### src/rtl/pc_fetch_unit.sv
// pc_fetch_unit
// Holds the program counter and runs the instruction-fetch datapath that
// services the strobes from the PC control unit.
//   - Normal fetch: the byte at the current PC is read. One cycle later it is
//     captured into IR (byte_sel_i=0) or into IMM (byte_sel_i=1).
//   - Vector loads (reset/interrupt): the target PC is stored in instruction
//     memory at RESET_VEC or INTR_VEC. Loading it needs a read cycle plus a
//     V_LOAD cycle, and fetch_stall_o is high during the V_LOAD cycle.
// Ports
//   clk_i          system clock; all state changes on the rising edge
//   reset_i        synchronous active-high reset
//   pc_en_i        PC update enable
//   pc_load_i      1: load PC from pc_src_i; 0 (with pc_en_i): increment PC
//   pc_src_i       00 M[RESET_VEC], 01 M[INTR_VEC], 10 rb_data_i, 11 stack_data_i
//   byte_sel_i     fetch destination: 0 IR, 1 IMM
//   if_en_i        fetch enable: read memory at the current PC
//   rb_data_i      branch/jump/call target
//   stack_data_i   return address for RET/RTI
//   mem_addr_o     instruction-memory read address (combinational)
//   mem_rd_o       instruction-memory read strobe (combinational)
//   mem_rdata_i    read data, valid the cycle after mem_rd_o
//   pc_o           current PC (registered)
//   pc_plus1_o     pc_o + 1, wrapping; return address for CALL
//   ir_o, imm_o    instruction register / immediate byte
//   opcode_o       ir[7:4]
//   brx_o          ir[3:2]
//   fetch_stall_o  high while a vector load is completing
module pc_fetch_unit #(
    parameter int AW        = 8,
    parameter int DW        = 8,
    parameter int RESET_VEC = 0,
    parameter int INTR_VEC  = 1
) (
    input  logic          clk_i,
    input  logic          reset_i,
    input  logic          pc_en_i,
    input  logic          pc_load_i,
    input  logic [1:0]    pc_src_i,
    input  logic          byte_sel_i,
    input  logic          if_en_i,
    input  logic [AW-1:0] rb_data_i,
    input  logic [AW-1:0] stack_data_i,
    output logic [AW-1:0] mem_addr_o,
    output logic          mem_rd_o,
    input  logic [DW-1:0] mem_rdata_i,
    output logic [AW-1:0] pc_o,
    output logic [AW-1:0] pc_plus1_o,
    output logic [DW-1:0] ir_o,
    output logic [DW-1:0] imm_o,
    output logic [3:0]    opcode_o,
    output logic [1:0]    brx_o,
    output logic          fetch_stall_o
);

    typedef enum logic {
        IDLE   = 1'b0,
        V_LOAD = 1'b1
    } state_t;

    localparam logic [AW-1:0] RESET_ADDR = AW'(RESET_VEC);
    localparam logic [AW-1:0] INTR_ADDR  = AW'(INTR_VEC);

    state_t        state_q, state_d;
    logic [AW-1:0] pc_q, pc_d;
    logic [DW-1:0] ir_q, ir_d;
    logic [DW-1:0] imm_q, imm_d;
    logic          cap_ir_q, cap_ir_d;
    logic          cap_imm_q, cap_imm_d;

    logic          vreq_s;
    logic [AW-1:0] vec_addr_s;
    logic [AW-1:0] pc_inc_s;
    logic          mem_rd_s;
    logic          stall_s;

    // A PC load from pc_src 00/01 is a vector request. It needs a memory read.
    assign vreq_s     = pc_en_i & pc_load_i & ~pc_src_i[1];
    assign vec_addr_s = pc_src_i[0] ? INTR_ADDR : RESET_ADDR;
    assign pc_inc_s   = pc_q + {{(AW-1){1'b0}}, 1'b1};

    // Next-state, PC update and memory-port control
    always_comb begin
        state_d    = state_q;
        pc_d       = pc_q;
        cap_ir_d   = 1'b0;
        cap_imm_d  = 1'b0;
        mem_addr_o = pc_q;
        mem_rd_s   = 1'b0;
        stall_s    = 1'b0;
        case (state_q)
            IDLE: begin
                if (vreq_s) begin
                    // The vector read owns the port, so if_en_i is ignored this cycle.
                    mem_addr_o = vec_addr_s;
                    mem_rd_s   = 1'b1;
                    state_d    = V_LOAD;
                end else begin
                    if (pc_en_i) begin
                        if (pc_load_i) begin
                            pc_d = pc_src_i[0] ? stack_data_i : rb_data_i;
                        end else begin
                            pc_d = pc_inc_s;
                        end
                    end else begin
                        pc_d = pc_q;
                    end
                    if (if_en_i) begin
                        // Read at the pre-increment PC: the fetched byte is the one at pc.
                        mem_rd_s  = 1'b1;
                        cap_ir_d  = ~byte_sel_i;
                        cap_imm_d = byte_sel_i;
                    end else begin
                        mem_rd_s = 1'b0;
                    end
                end
            end
            V_LOAD: begin
                // The vector target wins over any same-cycle PC request.
                stall_s = 1'b1;
                pc_d    = AW'(mem_rdata_i);
                if (vreq_s) begin
                    mem_addr_o = vec_addr_s;
                    mem_rd_s   = 1'b1;
                end else begin
                    state_d = IDLE;
                end
            end
            default: begin
                state_d = IDLE;
            end
        endcase
    end

    // Load IR/IMM from the memory word selected by the previous cycle's capture flags
    always_comb begin
        ir_d  = ir_q;
        imm_d = imm_q;
        if (cap_ir_q) begin
            ir_d = mem_rdata_i;
        end else begin
            ir_d = ir_q;
        end
        if (cap_imm_q) begin
            imm_d = mem_rdata_i;
        end else begin
            imm_d = imm_q;
        end
    end

    // State registers. Reset also aborts a pending vector load, so its read data is dropped.
    always_ff @(posedge clk_i) begin
        if (reset_i) begin
            state_q   <= IDLE;
            pc_q      <= '0;
            ir_q      <= '0;
            imm_q     <= '0;
            cap_ir_q  <= 1'b0;
            cap_imm_q <= 1'b0;
        end else begin
            state_q   <= state_d;
            pc_q      <= pc_d;
            ir_q      <= ir_d;
            imm_q     <= imm_d;
            cap_ir_q  <= cap_ir_d;
            cap_imm_q <= cap_imm_d;
        end
    end

    // The read strobe and stall stay low while reset is asserted.
    assign mem_rd_o      = mem_rd_s & ~reset_i;
    assign fetch_stall_o = stall_s & ~reset_i;
    assign pc_o          = pc_q;
    assign pc_plus1_o    = pc_inc_s;
    assign ir_o          = ir_q;
    assign imm_o         = imm_q;
    assign opcode_o      = ir_q[7:4];
    assign brx_o         = ir_q[3:2];

endmodule

### config.mk
export PLATFORM = sky130hd
export DESIGN_NAME = pc_fetch_unit
export DESIGN_NICKNAME = d
export VERILOG_FILES = /design/src/rtl/pc_fetch_unit.sv
export SDC_FILE = /design/constraint.sdc
export NUM_CORES = 1
export LEC_CHECK = 0
export ABC_AREA = 1
export CAP_MARGIN = 20
export CORE_MARGIN = 2
export CORE_UTILIZATION = 39
export CTS_CLUSTER_DIAMETER = 80
export DETAILED_ROUTE_END_ITERATION = 8
export GPL_ROUTABILITY_DRIVEN = 0
export PLACE_DENSITY = 0.89
export REMOVE_ABC_BUFFERS = 1
export SYNTH_ARGS = -nofsm -noshare
export SYNTH_HDL_FRONTEND = slang
export SYNTH_SLANG_ARGS = --single-unit
### constraint.sdc
create_clock -name clk_i -period 1.6 [get_ports clk_i]
set_input_delay 0.32 -clock clk_i [delete_from_list [all_inputs] [get_ports clk_i]]
set_output_delay 0.32 -clock clk_i [all_outputs]
set_load 0.05 [all_outputs]
==> results of run 1 <==
==> worst max-delay path, cell delays in order (launching register included) <==
cell,delay (ps)
dfxtp_4,370
buf_6,120
nand3_4,120
nor2_1,150
nand2_1,100
and2_4,180
buf_12,140
==> state kept, by name (all words and copies together) (netlist names) <==
signal,flops
state_q,1
cap_ir_q,1
ir_o,8
imm_o,8
cap_imm_q,1
pc_o,8
==> worst max-delay path by stage <==
stage / startpoint / endpoint / slack (ps) / depth (start not counted)
after detailed placement: pc_en_i / mem_addr_o[7] / -250 / 6
after CTS: pc_o[1]$_SDFFE_PP0P_ / pc_plus1_o[6] / -120 / 6
after global placement: pc_src_i[1] / mem_addr_o[6] / -190 / 6
final: pc_o[1]$_SDFFE_PP0P_ / pc_plus1_o[5] / -180 / 6
after floorplan: pc_o[2]$_SDFFE_PP0P_ / pc_plus1_o[3] / -470 / 2
after global routing: pc_o[1]$_SDFFE_PP0P_ / pc_plus1_o[5] / -230 / 6
==> power groups by stage <==
stage / Combinational [mW] / Clock, mW / Sequential, mW
6_report: 0.949 / 0.386 / 0.760
5_1_grt: 0.989 / 0.415 / 0.764
4_1_cts: 0.899 / 0.384 / 0.757
3_5_place_dp: 0.854 / 0 / 0.764
3_3_place_gp: 0.841 / 0 / 0.761
2_1_floorplan: 0.271 / 0 / 0.908
==> repair_timing <==
| item | in CTS | in global routing |
|---|---|---|
| buffers inserted | 4 | 7 |
| gates resized for setup | 44 | 12 |
| hold buffers | 0 | 0 |
| pin swaps | 8 | 7 |
| endpoints found under the setup margin | 15 | 9 |
==> per-stage QoR <==
step / setup WS [ps] / power (mW) / utilization [%] / cell area, sq um / cells
floorplan: -469 / 1.18 / - / 1400 / 207
global placement: -195 / 1.60 / 69.9 / 2580 / 350
detailed placement: -245 / 1.62 / 69.9 / 2580 / 350
CTS: -121 / 2.04 / 75.5 / 2790 / 358
global route: -227 / 2.17 / 77.8 / 2870 / 364
finish: -179 / 2.09 / 77.8 / 2870 / 364
==> cells by family after synthesis <==
| kind of cell | after synthesis | share of synthesized area (%) |
|---|---|---|
| compound gates | 55 | 19.6 |
| xor+xnor | 2 | 1.17 |
| fa+ha+maj | 1 | 0.833 |
| buf+inv | 40 | 13.1 |
| flops | 27 | 36.0 |
| simple gates | 97 | 29.4 |
==> per-layer routing <==
metal	routed length (um)	part of all wire, %	up-vias
met5	0	0	-
met3	424	6.9	31
met4	261	4.2	0
met2	3140	51	106
li1	-	-	894
met1	2320	38	889
==> area by class of cell <==
| cell class | count | area [sq um] |
|---|---|---|
| timing repair buffer | 105 | 1200 |
| multi-input combinational | 155 | 903 |
| fill | 231 | 817 |
| sequential | 27 | 558 |
| inverter | 25 | 104 |
| tap | 48 | 60.1 |
| clock buffer | 4 | 45.0 |
==> layout by cell type, fill, tap and decap left out, types with 2 or more instances in the layout <==
cell and n:
inv_1 16, nand2_1 37, nor2_2 5, o21ai_2 4
nor2_4 7, nand3_4 2, clkdlybuf4s50_1 27, a21oi_1 19
buf_6 4, nand3_1 5, nand2_2 6, a21oi_2 3
dlygate4sd2_1 4, and2_4 2, dfxtp_1 21, nor2_1 27
dfxtp_2 2, buf_12 26, inv_2 5, inv_4 2
o21ai_1 6, buf_4 44, nand2_4 2, clkbuf_8 3
o21ai_0 20, o22ai_1 2, dfxtp_4 4
==> run metrics, run 1 <==
outcome=complete, but fails checks; failing checks=setup timing; r2r setup slk=40 ps; met2 Track Usage GR=46.5%; Worst Skew=5.00 ps; list of most frequent post-synthesis cells=40 x nand2_1, 37 x nor2_1, 27 x dfxtp_1; H-Tree Depth=1; Synth Area per Inst=6.77 sq um; starting density of the core=40.7%; Max Fanout on Critical Path=4; grt met1 use=30.3%; most common cell in the netlist=nand2_1; Worst-Margin Slew=484 ps; crit start category=flop; met3 usage=6.13%; Seq/Total Area, Yosys=36.0%; Max VDD drop=743 uV; Max Fclk=562 MHz; top post-synthesis cells by area=dfxtp_1 36%, nand2_1 10%, nor2_1 9.2%; Tcrit/Tclk final=111%; antenna violations before repair=0; YS warnings=0; Worst Hold Class=flop to flop; NumNets Final=350; Tmin final=1780 ps; CTS sink cnt=27; synthesized cell area=0.00150 sq mm; sw frac=37.6%; # diodes=0; Worst-path clk slew=90 ps; layout cells sized above 1=40.5%; largest net degree at the start of global routing=21; TritonCTS Buffers=3; Routed Antenna Nets=0; vias per cell=5.27; die area=0.00437 sq mm; Finish-stage setup viols=8; io pins=80; hold path start=imm_o[1]$_SDFFE_PP0P_; Post-synth EDFFs=0; Slew Viols, Final=0; Comb power frac=45.3%; Clock Tree Buf Depth=2; routed len/inst=16.9 um; Setup WS post-layout=-179 ps; switching power=0.789 mW; die boundary width=66.1 um; number of distinct library cells after synthesis=30; Final Hold Viols=0; register bit total from synthesis=27; Worst R2R Start=pc_o[2]$_SDFFE_PP0P_; Max transition margin=67.7%; CTS root buf=clkbuf_8; fraction of registers with async set/reset=0%; leakage=1.27 nW; drt total wl=6.15 mm; total grt overflow=0; worst reg-to-reg path cell count=12; Initial DRC Count=152; latest clock arrival within the worst-skew pair=270 ps; die height=66.1 um; PwrDens=730 mW/mm^2; hold endpoint=imm_o[1]$_SDFFE_PP0P_; endpoint of the worst register-to-register path=pc_o[7]$_SDFFE_PP0P_; RSZ-0062 raised after global routing=true; crit path DAT=1460 ps; Port Buf Inserts=79; Post-Synthesis Cells=222; Worst Hold Path Cells=2; HPWL Detailed=3.86 mm; worst hold margin=538 ps; MaxCap Viol Count=0; DR vias=1,920; crit end category=primary output; share of power burned in registers=36.3%; Worst EP required=1280 ps; Internal Power=1.31 mW; Yosys top cell area share=36.0%; Global Route Usage Sum=26.1%; Setup TNS Final=-595 ps; Clk pwr share=18.4%; Most used DFF post-synth=dfxtp_1; synth-to-layout area growth=91.1%; FP Rows=22; global-route wire length before repair=8.69 mm; vias in the first global route=1,831; drt first pass iters=4; largest area contributor in the netlist=dfxtp_1; DRC viols=0; CTS tree=done; busiest grt layer=met2; critical path class=flop to primary output; Core ar.=0.00369 sq mm
Note: power is estimated with default switching activity, not from simulation.
==> run 2: changes to the inputs <==
CTS_CLUSTER_DIAMETER = not set   (was 80)
GPL_ROUTABILITY_DRIVEN = not set   (was 0)
==> results of run 2 <==
Same layout as run 1: the final DEF is identical, and so are final timing and power.
==> run 3: changes to the inputs <==
CAP_MARGIN = not set   (was 20)
CORE_MARGIN = not set   (was 2)
SETUP_SLACK_MARGIN = 0.02   (was not set)
==> run 3 against run 2 <==
Effect of this change: final cell count shrank 0.82%; die area shrank 6.0%; the run still ends with setup timing left; largest power group unchanged; design area shrank 0.26%; sequential power is essentially flat; first-iteration DRC count shrank 45%; highest routed layer unchanged; total power grew 0.57%; clock-buffer cell count shrank 1; clock power grew 3%; non-clock buffer count shrank 4; hold slack lost 93 ps; combinational power is essentially flat; register-to-register slack gained 270 ps.
==> run metrics, run 3 (synthesis gave the netlist of run 1 again) <==
Final Hold Viols=0; CTS root buf=clkbuf_8; Worst EP required=1280 ps; most common cell after layout, fill and taps aside=nand2_1; endpoint of the worst register-to-register path=pc_o[1]$_SDFFE_PP0P_; die area=0.00410 sq mm; Final Non-Filler Cells=361; critical path class=flop to primary output; Max VDD drop=730 uV; Initial DRC Count=84; drt total wl=5.86 mm; Worst Hold Class=input pin to flop; Setup WS post-layout=-88.8 ps; register area=559 sq um; Clock Tree Buf Depth=2; FP Rows=22; Worst-Margin Slew=462 ps; die height=64.1 um; Post-CTS Hold Buffers=0; Worst Setup EP=pc_plus1_o[6]; drt first pass iters=4; antenna violations before repair=0; most frequent cells in the layout=39 x nand2_1, 38 x buf_4, 28 x nor2_1; Cell Area, Placed=0.00258 sq mm; die boundary width=64.1 um; latest clock arrival within the worst-skew pair=270 ps; MaxCap Viol Count=0; TritonCTS Buffers=3; worst reg-to-reg path cell count=5; largest net degree at the start of global routing=21; HPWL Detailed=3.88 mm; global-route wire length before repair=8.83 mm; CTS tree=done; failing checks=setup timing; crit start category=flop; NumNets Final=347; DR vias=1,920; Crit. Startpoint=pc_o[1]$_SDFFE_PP0P_; total grt overflow=0; vias in the first global route=1,889; Slew Viols, Final=0; Max Fanout on Critical Path=3; Max Fclk=592 MHz; Core ar.=0.00369 sq mm; PwrDens=736 mW/mm^2; multi-input logic area=890 sq um; Worst R2R Start=pc_o[1]$_SDFFE_PP0P_; Finish-stage setup viols=5; CTS sink cnt=27; routed len/inst=16.2 um; Routed Antenna Nets=0; fill count=222; synth-to-layout area growth=90.6%; dpl ws=-261 ps; Finished Core Util=77.6%; RSZ-0062 raised after global routing=true; Worst-path clk slew=100 ps; Worst Skew=8.43 ps; vias per cell=5.32; crit end category=primary output; outcome=complete, but fails checks; crit path DAT=1370 ps; Tcrit/Tclk final=106%; Global Route Usage Sum=28.1%; Tmin final=1690 ps; H-Tree Depth=1; # diodes=0; Port Buf Inserts=79; Pwr Total=2.11 mW; leakage=1.27 nW; r2r setup slk=310 ps; io pins=80; layout cells sized above 1=39.6%; Design Area, Final=0.00286 sq mm; starting density of the core=40.7%; DRC viols=0; Cell Count Post-Placement=350; Max transition margin=69.2%; routability congestion estimate=0.899
==> run 3: cell types whose count changed in the layout (fill, tap and decap cells not counted), moves of 2 or more <==
cell,change
clkdlybuf4s50_1,-2
nand2_2,-2
dlymetal6s2s_1,+2
nor2_2,-2
buf_4,-6
nand2_1,+2
==> run 3: report_power, final <==
group	internal, mW	leakage [nW]	total [mW]	switching (mW)
Sequential	0.710	0.225	0.758	0.0478
Combinational	0.417	1.02	0.952	0.534
Clock	0.177	0.0217	0.397	0.220
Total	1.30	1.27	2.11	0.802
==> run 3: repair_timing <==
| item | 4_1_cts | 5_1_grt |
|---|---|---|
| resized for setup | 47 | 15 |
| endpoints found under the setup margin | 15 | 17 |
| gates cloned | 0 | 1 |
| setup buffers | 4 | 3 |
| pin swaps | 10 | 9 |
| hold endpoints to repair | 0 | 0 |
==> run 3: metrics by stage <==
stage | hold WS [ps] | setup TNS, ps
2_1_floorplan | 382 | -4530
3_3_place_gp | 486 | -1710
3_5_place_dp | 492 | -2610
4_1_cts | 524 | -176
5_1_grt | 432 | -533
6_report | 445 | -297
==> run 3: worst min path at each step <==
stage | to | startpoint | cells past startpoint | slack, ps
6_report | cap_imm_q$_SDFF_PP0_ | if_en_i | 3 | 450
4_1_cts | ir_o[1]$_SDFFE_PP0P_ | ir_o[1]$_SDFFE_PP0P_ | 2 | 520
5_1_grt | cap_imm_q$_SDFF_PP0_ | if_en_i | 3 | 430
3_5_place_dp | ir_o[1]$_SDFFE_PP0P_ | ir_o[1]$_SDFFE_PP0P_ | 2 | 490
2_1_floorplan | pc_o[5]$_SDFFE_PP0P_ | reset_i | 1 | 380
3_3_place_gp | ir_o[1]$_SDFFE_PP0P_ | ir_o[1]$_SDFFE_PP0P_ | 2 | 490
==> run 3: worst max-delay path, stage by stage, from the launching register on <==
cell	delay, ps
dfxtp_4	380
ha_4	170
nand3_4	80
nor2_1	90
nand2_1	70
and2_4	170
buf_12	140
==> run 3: cell type report <==
class / instances / share of cell area, %
clock buffers: 3 / 1.44
clock inverters: 1 / 0.262
inverters: 25 / 3.80
multi-input cells: 155 / 31.1
flip-flops and latches: 27 / 19.5
well taps: 48 / 2.10
repair buffers: 101 / 41.6
repair inverters: 1 / 0.175
==> run 3: layer usage <==
| metal | part of all wire (%) | track usage (%) | wire length [um] | up-vias |
|---|---|---|---|---|
| met5 | 0 | 0 | 0 | - |
| met4 | 3.0 | 11.1 | 173 | 0 |
| met3 | 6.0 | 5.36 | 350 | 20 |
| met2 | 55 | 55.5 | 3200 | 96 |
| met1 | 36 | 28.3 | 2130 | 915 |
| li1 | - | - | - | 889 |
